File: src/rtl/keypad_pkg.sv
// keypad_pkg: shared state encoding and key-to-matrix-position map for the keypad emulator.
package keypad_pkg;
  localparam int KEY_ROWS = 4;
  localparam int KEY_COLS = 4;
  typedef enum logic [2:0] {IDLE, BOUNCE_IN, HOLD, BOUNCE_OUT, DONE} emu_state_t;
  // Indexed by key code, each entry is {row, col}
  localparam logic [3:0] KEY_POS [16] = '{
    4'b11_01, 4'b00_00, 4'b00_01, 4'b00_10,
    4'b01_00, 4'b01_01, 4'b01_10, 4'b10_00,
    4'b10_01, 4'b10_10, 4'b00_11, 4'b01_11,
    4'b10_11, 4'b11_11, 4'b11_00, 4'b11_10
  };
  function automatic logic [3:0] key_pos(input logic [3:0] key);
    return KEY_POS[key];
  endfunction
endpackage

File: src/rtl/bounce_lfsr.sv
// bounce_lfsr: 16-bit Galois LFSR (x^16+x^14+x^13+x^11) supplying contact-bounce samples.
module bounce_lfsr #(
  parameter logic [15:0] SEED = 16'hACE1
) (
  input  logic clk,
  input  logic reset,
  input  logic step,
  input  logic load,
  output logic out
);
  logic [15:0] lfsr;
  always_ff @(posedge clk or negedge reset)
    if (!reset) lfsr <= SEED;
    else if (load) lfsr <= SEED;
    else if (step) lfsr <= {1'b0, lfsr[15:1]} ^ (lfsr[0] ? 16'hB400 : 16'h0000);
  assign out = lfsr[0];
endmodule

File: src/rtl/keypad_emulator.sv
// keypad_emulator: keypad-side responder driving column lines from scanner rows, with optional contact bounce.
module keypad_emulator import keypad_pkg::*; #(
  parameter int          BOUNCE_CYCLES = 64,
  parameter int          BOUNCE_STEP   = 4,
  parameter logic [15:0] LFSR_SEED     = 16'hACE1
) (
  input  logic                clk,
  input  logic                reset,
  input  logic                press_valid,
  output logic                press_ready,
  input  logic [3:0]          press_key,
  input  logic [15:0]         hold_cycles,
  input  logic                bounce_en,
  input  logic [KEY_ROWS-1:0] r,
  output logic [KEY_COLS-1:0] c,
  output logic                busy,
  output logic                done,
  output logic                contact
);
  localparam int CW = $clog2(BOUNCE_CYCLES + 1);
  localparam logic [CW-1:0] LAST = CW'(BOUNCE_CYCLES - 1);
  emu_state_t state, state_nxt;
  logic [CW-1:0] cnt, cnt_inc;
  logic [15:0] hold_cnt;
  logic [3:0] key_lat;
  logic [1:0] kr, kc;
  logic bounce_lat, run, accept, in_bounce, win_end, hold_end, step, lfsr_bit;
  assign cnt_inc     = cnt + CW'(1);
  assign press_ready = run && state == IDLE;
  assign accept      = press_valid && press_ready;
  assign in_bounce   = state == BOUNCE_IN || state == BOUNCE_OUT;
  assign win_end     = in_bounce && cnt == LAST;
  assign hold_end    = state == HOLD && hold_cnt == 16'd1;
  // A sample is taken on entry to each window and whenever the next cycle lands on a step boundary
  assign step = (accept && bounce_en) || (hold_end && bounce_lat) ||
                (in_bounce && !win_end && int'(cnt_inc) % BOUNCE_STEP == 0);
  assign busy = state != IDLE;
  assign done = state == DONE;
  assign {kr, kc} = key_pos(key_lat);
  bounce_lfsr #(.SEED(LFSR_SEED)) u_lfsr (
    .clk  (clk),
    .reset(reset),
    .step (step),
    .load (1'b0),
    .out  (lfsr_bit)
  );
  always_ff @(posedge clk or negedge reset)
    if (!reset) state <= IDLE;
    else state <= state_nxt;
  always_comb begin
    state_nxt = state;
    case (state)
      IDLE:       state_nxt = accept ? (bounce_en ? BOUNCE_IN : HOLD) : IDLE;
      BOUNCE_IN:  state_nxt = win_end ? HOLD : BOUNCE_IN;
      HOLD:       state_nxt = hold_end ? (bounce_lat ? BOUNCE_OUT : DONE) : HOLD;
      BOUNCE_OUT: state_nxt = win_end ? DONE : BOUNCE_OUT;
      default:    state_nxt = IDLE;
    endcase
  end
  always_ff @(posedge clk or negedge reset)
    if (!reset) begin
      run        <= 1'b0;
      key_lat    <= '0;
      bounce_lat <= 1'b0;
      hold_cnt   <= '0;
      cnt        <= '0;
      contact    <= 1'b0;
    end else begin
      run <= 1'b1;
      if (accept) begin
        key_lat    <= press_key;
        bounce_lat <= bounce_en;
      end
      hold_cnt <= accept ? (hold_cycles == 16'd0 ? 16'd1 : hold_cycles) :
                  (state == HOLD && !hold_end) ? hold_cnt - 16'd1 : hold_cnt;
      cnt      <= (in_bounce && !win_end) ? cnt_inc : '0;
      contact  <= step ? lfsr_bit : (state_nxt == HOLD) || (in_bounce && !win_end && contact);
    end
  always_comb begin
    c     = '0;
    c[kc] = contact & r[kr];
  end
endmodule

File: config.mk
export PLATFORM = sky130hd
export DESIGN_NAME = keypad_emulator
export DESIGN_NICKNAME = d
export VERILOG_FILES = /design/src/rtl/keypad_pkg.sv /design/src/rtl/bounce_lfsr.sv /design/src/rtl/keypad_emulator.sv
export SDC_FILE = /design/constraint.sdc
export NUM_CORES = 1
export LEC_CHECK = 0
export ABC_CLOCK_PERIOD_IN_PS = 2630
export CELL_PAD_IN_SITES_DETAIL_PLACEMENT = 1
export CELL_PAD_IN_SITES_GLOBAL_PLACEMENT = 1
export CORE_MARGIN = 1
export CORE_UTILIZATION = 42
export DETAILED_ROUTE_END_ITERATION = 8
export PLACE_DENSITY_LB_ADDON = 0.1
export SLEW_MARGIN = 20
export SYNTH_ARGS = -nofsm -noshare
export SYNTH_HDL_FRONTEND = slang
export SYNTH_SLANG_ARGS = --single-unit
File: constraint.sdc
create_clock -name clk -period 2.63 [get_ports clk]
set_input_delay 0.526 -clock clk [delete_from_list [all_inputs] [get_ports clk]]
set_output_delay 0.526 -clock clk [all_outputs]
set_load 0.03 [all_outputs]
Yosys cells after proc, flatten, opt, wreduce, memory -nomap -nowiden
Memory sizes are Yosys's and may differ from the RTL's.
Cells that the tools add are included.
- bitwise logic cells: 4
- mux-type cells: 19
- reduce and logical (&&, ||, !) cells: 22
- equality and inequality tests: 7
- $lt $le $gt $ge: 4
- $add $sub $neg: 2
- operators by type and width (kind ; number):
    16-bit 2-to-1 mux ; 4
    32-bit zero test ; 1
    16-bit by 1-bit == test with 1-bit output, second input constant ; 1
    16-bit zero test ; 1
    16-bit by 1-bit subtractor with 16-bit output, second input constant ; 1
    15-bit by 16-bit XOR with 16-bit output ; 1
    3-bit one-hot mux with 4 select lines ; 1
    1-bit logical AND ; 11
    3-bit by 2-bit == test with 1-bit output, second input constant ; 3
    3-bit 2-to-1 mux ; 3
    4-bit 2-to-1 mux ; 2
    7-bit by 1-bit adder with 7-bit output, second input constant ; 1
    7-bit by 6-bit == test with 1-bit output, second input constant ; 1
    7-bit 2-to-1 mux ; 1
    2-bit by 3-bit less-than comparator with 1-bit output, second input constant ; 2
    2-bit 2-to-1 mux ; 3
    5-bit >= comparator, second input constant ; 1
    4-bit NOT with 5-bit output ; 1
    4-bit bitwise AND ; 1
    1-bit logical OR ; 4
    3-bit by 1-bit == test with 1-bit output, second input constant ; 1
    3-bit == test, second input constant ; 1
    3-bit zero test ; 1
    1-bit 2-to-1 mux ; 3
    other kinds (7) ; 8
- memories kept: 1
- register bits: 49
- ROM bits: 64
- input bits: 28
- logic and storage cells: 67
- output and inout bits: 8
- memory list (memory ; depth ; width ; rd ports ; clocked after memory_dff ; write ports ; line ; text):
    (name not given) ; 16 ; 4 ; 1 ; 0 ; 0 ; keypad_pkg.sv:14 ; return KEY_POS[key];

Longest topological paths before layout
- depth in word-level cells: 9
- depth in mapped cells: 9
- mapped depth without buffers: 7

By module
A second synthesis with hierarchy kept.
- cell total of the unflattened synthesis: 302
- area total of the unflattened synthesis: 2907.8 µm²
- by module, submodules not included (module ; cells each ; area each (µm²) ; instances ; sequential area each (µm²)):
    keypad_emulator ; 246 ; 2180.8 ; 1 ; 825.8
    bounce_lfsr ; 56 ; 726.9 ; 1 ; 410.4

Least setup slack after synthesis
OpenSTA, ideal clock, no wires.
- kind: reg2out
- from: register key_lat[3]
- to: output c[2]
- cell stages (with the launch flop): 6
- slack: 0.261 ns
- data required time: 2.104 ns
- path buffers: 1
- data arrival time: 1.843 ns
- path through: dfrtp_1 > clkbuf_1 > a22oi_1 > o221ai_1 > a221oi_1 > nor3b_1
- cells in the longest elaborated chain, start to end: 9
- elaborated cells on any way between the ends: 13
- classes of those cells: order compare (2); mux (6); bitwise (3); reduce/logical (1); memory (1)
- ends and longest elaborated chain (what ; line ; text):
    start: declaration ; keypad_emulator.sv:25 ; logic [3:0] key_lat;
    start signal: assignment ; keypad_emulator.sv:71 ; key_lat <= press_key;
    4-bit NOT with 5-bit output (not written as such) * ; keypad_pkg.sv:14 ;
    memory read 16 x 4 bit * ; n/a ;
    4-bit 2-to-1 mux (not written as such) * (2 in a row) ; keypad_pkg.sv:14 ;
    2-bit by 3-bit less-than comparator with 1-bit output (not written as such) or 2-bit by 1-bit >= comparator with 1-bit output (tied branches) ; keypad_emulator.sv:81 ; c[kc] = contact & r[kr];
    1-bit logical AND (not written as such) ; keypad_emulator.sv:81 ;
    1-bit 2-to-1 mux (not written as such) ; keypad_emulator.sv:81 ;
    1-bit demux with 2-bit select ; keypad_emulator.sv:81 ;
    4-bit bitwise AND (no source line) * ; n/a ;
    end: declaration ; keypad_emulator.sv:15 ; output logic [KEY_COLS-1:0] c,
Every way passes the cells marked *; elsewhere a longest branch is shown, timed or not. The select of a mux whose other input is x is not followed.

Final worst setup path
- from: input r[1]
- to: output c[2]
- cells in the longest elaborated chain, start to end: 4
- ends and longest elaborated chain (what ; line ; text):
    start: declaration ; keypad_emulator.sv:14 ; input logic [KEY_ROWS-1:0] r,
    1-bit binary-select mux with 2-bit select ; keypad_emulator.sv:81 ;
    1-bit 2-to-1 mux (not written as such) ; keypad_emulator.sv:81 ;
    1-bit bitwise AND ; keypad_emulator.sv:81 ;
    4-bit bitwise AND (no source line) ; n/a ;
No other way between the ends. The select of a mux whose other input is x is not followed.

==> metrics <==
status=finished clean; Top delay family on crit path=buffers and inverters; Post-synth EDFFs=0; setup slack, reg-to-reg=0.24 ns; Clock Path Buffers=2; share of layout cells above drive strength 1=0.173; first-pass GRT wire length=approximately 11000 um; syn nets=about 320; worst hold slack=approximately 0.18 ns; internal cell power=983 uW; Initial Util=0.433; kind of end point of the critical path=primary output; I/O pins=36; Via-to-Cell Ratio=about 5.6; Final HPWL DP=slightly above 5000 um; Tmin final=about 2.5 ns; WL per Instance=approximately 16 um; top post-synthesis cells by area=dfrtp_1 (37%), dfstp_2 (7.7%), nand2_1 (5.2%), mux2_2 (4.1%), xnor2_1 (2.9%); critical path fanouts, max=4; VDD IR max=265 uV; Fillers=approximately 750; gpl congestion=a little over 0.8; TritonRoute pass-1 iters=4; TritonCTS clock tree=yes; post-route setup TNS=0 ns; worst path required time=~2.1 ns; Hold Path Class=input port to asynchronous set/reset pin; Synth Register Bits=just under 50; core region area=around 6300 um2; r2r startpoint=hold_cnt[1]; switching pwr=just under 300 uW; Final #Nets=360; final setup fails=0; Routed Wire Length=approximately 6700 um; switch share=0.233; CTS Hold Bufs=0; cell count after synthesis=283; Main synth FF type=dfrtp_1; die width=a little over 80 um; Sequential Power Share=0.589; worst skew pair latency=around 0.31 ns; GRT Total Usage=0.216; Clock Tree Root=clkbuf_8; ANT nets after route=0; post-synth top area share=0.375; Clock Power Share=0.356; # DRC=0; total grt overflow=0; RSZ-0062 raised after global routing=no; R2R Path End=u_lfsr.lfsr[14]; f_max=about 0.40 GHz; most frequent CP cell=buf_4; Distinct cells, synth=between 60 and 70; IO buf count=35; CTS clk-pin slew, worst paths=about 0.10 ns; Yosys warning total=0; power per cell area=about 390 nW/um2; Cell Chain, Critical Path=clkdlybuf4s50_1 -> inv_1 -> o31ai_1 -> a221oi_2 -> buf_4 -> nor3b_1 -> buf_4; initial antenna violation count=0; Setup crit start kind=input port; Clock Sink Count=just under 50; Critical Path Max Stage Delay=about 0.48 ns; vias in the first global route=2195; final hold vios=0; Crit-path slowest cell=clkdlybuf4s50_1; via count=between 2000 and 2500; R2R depth=7; Area growth syn-to-layout=20.9%; Stages on worst setup path=7; Crit path buffers/inverters=4; combinational group share of total power=0.055; Slew @ Worst Pin=about 0.52 ns; top-count cell post-synth=dfrtp_1; ys async rst share=1.00; CTS Buf Count=5; Mapped Avg Cell Area=9.67 um2; critical path arrival=around 2.0 ns; Die Height=approximately 83 um; die area=slightly below 7000 um2; post-synth top area cell=dfrtp_1; clock skew=between 0.008 and 0.009 ns; max-cap violation count=0; H-tree level count=2; Rows=29; Mapped Area=between 2000 and 3000 um2; Slew Limit Headroom=0.652; antenna cells=0; Seq/Total Area, Yosys=0.452; leakage=0.00134 uW; crit share post-route=0.962; initial drt markers=75; Final Max Slew Viols=0; largest net degree at the start of global routing=22; Crit Path Class=input port to primary output; Post-synth top cells=dfrtp_1 (41), nand2_1 (38), nor2_1 (18), a21oi_1 (13), o21ai_0 (12)
cell type report:
type                            instances  area (um2)  share of cell area
Clock inverter                          2        15.0             0.00454
Clock buffer                            6        72.6              0.0219
Multi-Input combinational cell        218        1440               0.434
Timing Repair Buffer                   48         430               0.130
Tap cell                               77        96.3              0.0291
Sequential cell                        49        1240               0.374
Inverter                                6        22.5             0.00681
per-stage QoR:
| step | cells | power [uW] | utilization | setup WS (ns) | instance area (um2) |
|---|---|---|---|---|---|
| global placement | 398 | 840 | 0.511 | -0.354 | 3220 |
| detailed placement | 398 | 841 | 0.511 | -0.383 | 3220 |
| finish | 406 | 1280 | 0.524 | 0.101 | 3310 |
| CTS | 406 | 1310 | 0.523 | 0.0811 | 3300 |
| global route | 406 | 1330 | 0.524 | 0.00163 | 3310 |
| floorplan | 283 | 774 | - | 0.261 | 2740 |
layer usage:
layer,track usage,share of wire,vias up
li1,-,-,1124
met1,0.280,0.46,1105
met2,0.369,0.50,29
met3,0.0330,0.022,7
met4,0.0672,0.013,0
met5,0,0,-
state kept, by name, indices dropped and copies added (netlist names):
register,count
cnt,7
key_lat,4
run,1
u_lfsr.lfsr,16
state,3
hold_cnt,16
bounce_lat,1
contact,1
worst register-to-register path: cells and delay by family (launching register included):
family | cells | cell delay (ns)
adder cells (fa/ha/maj) | 1 | 0.15
buffers and inverters | 1 | 0.09
flip-flops | 1 | 0.40
multiplexers | 1 | 0.38
AND/OR/NAND/NOR | 4 | 1.24
kinds of logic (layout without fill, tap and decap cells):
logic type      Yosys count  count (layout)  synth area share
compound gates           55              55             0.134
xor+xnor                 16              16            0.0512
fa+ha+maj                 4               4            0.0183
buf+inv                  16              62            0.0261
flops                    49              49             0.452
mux                      12              12            0.0494
other cells               1               1           0.00137
simple gates            130             130             0.268
cells in the final DEF (no fill, tap or decap), types with 4 or more instances in the layout:
master,synthesis,layout
mux2_2,10,10
nand4_1,4,4
a21oi_1,13,13
o21ai_0,12,12
or3_1,4,4
dfstp_2,8,8
ha_1,4,4
nor3_1,6,6
nor3b_1,8,8
dfrtp_1,41,41
and3_1,5,5
clkdlybuf4s50_1,0,29
nand2_1,38,38
nor2_1,18,18
xnor2_1,9,9
nand3_1,11,11
xor2_1,7,7
clkbuf_8,0,5
inv_1,6,6
nor4_1,8,8
o21ai_1,4,4
buf_4,0,15
power groups by stage:
stage | clock network [uW] | logic, uW | registers [uW]
detailed placement | 0 | 72.5 | 769
global placement | 0 | 70.9 | 769
global route | 494 | 78.6 | 755
CTS | 480 | 73.1 | 755
floorplan | 0 | 4.96 | 769
finish | 455 | 70.8 | 754
worst max-delay path by stage:
stage                      from               to  slack (ns)
CTS                        r[1]             c[3]        0.08
floorplan            key_lat[3]             c[2]        0.26
global route        hold_cnt[1]  u_lfsr.lfsr[14]       0.002
finish                     r[1]             c[2]        0.10
detailed placement         r[2]             c[3]       -0.38
global placement           r[2]             c[3]       -0.35
repair_timing:
item / CTS / global route
setup endpoints to repair: 3 / 1
resized for setup: 17 / 2
pin swaps: 0 / 0
setup buffers: 0 / 0
Note: power is estimated with default switching activity, not from simulation.
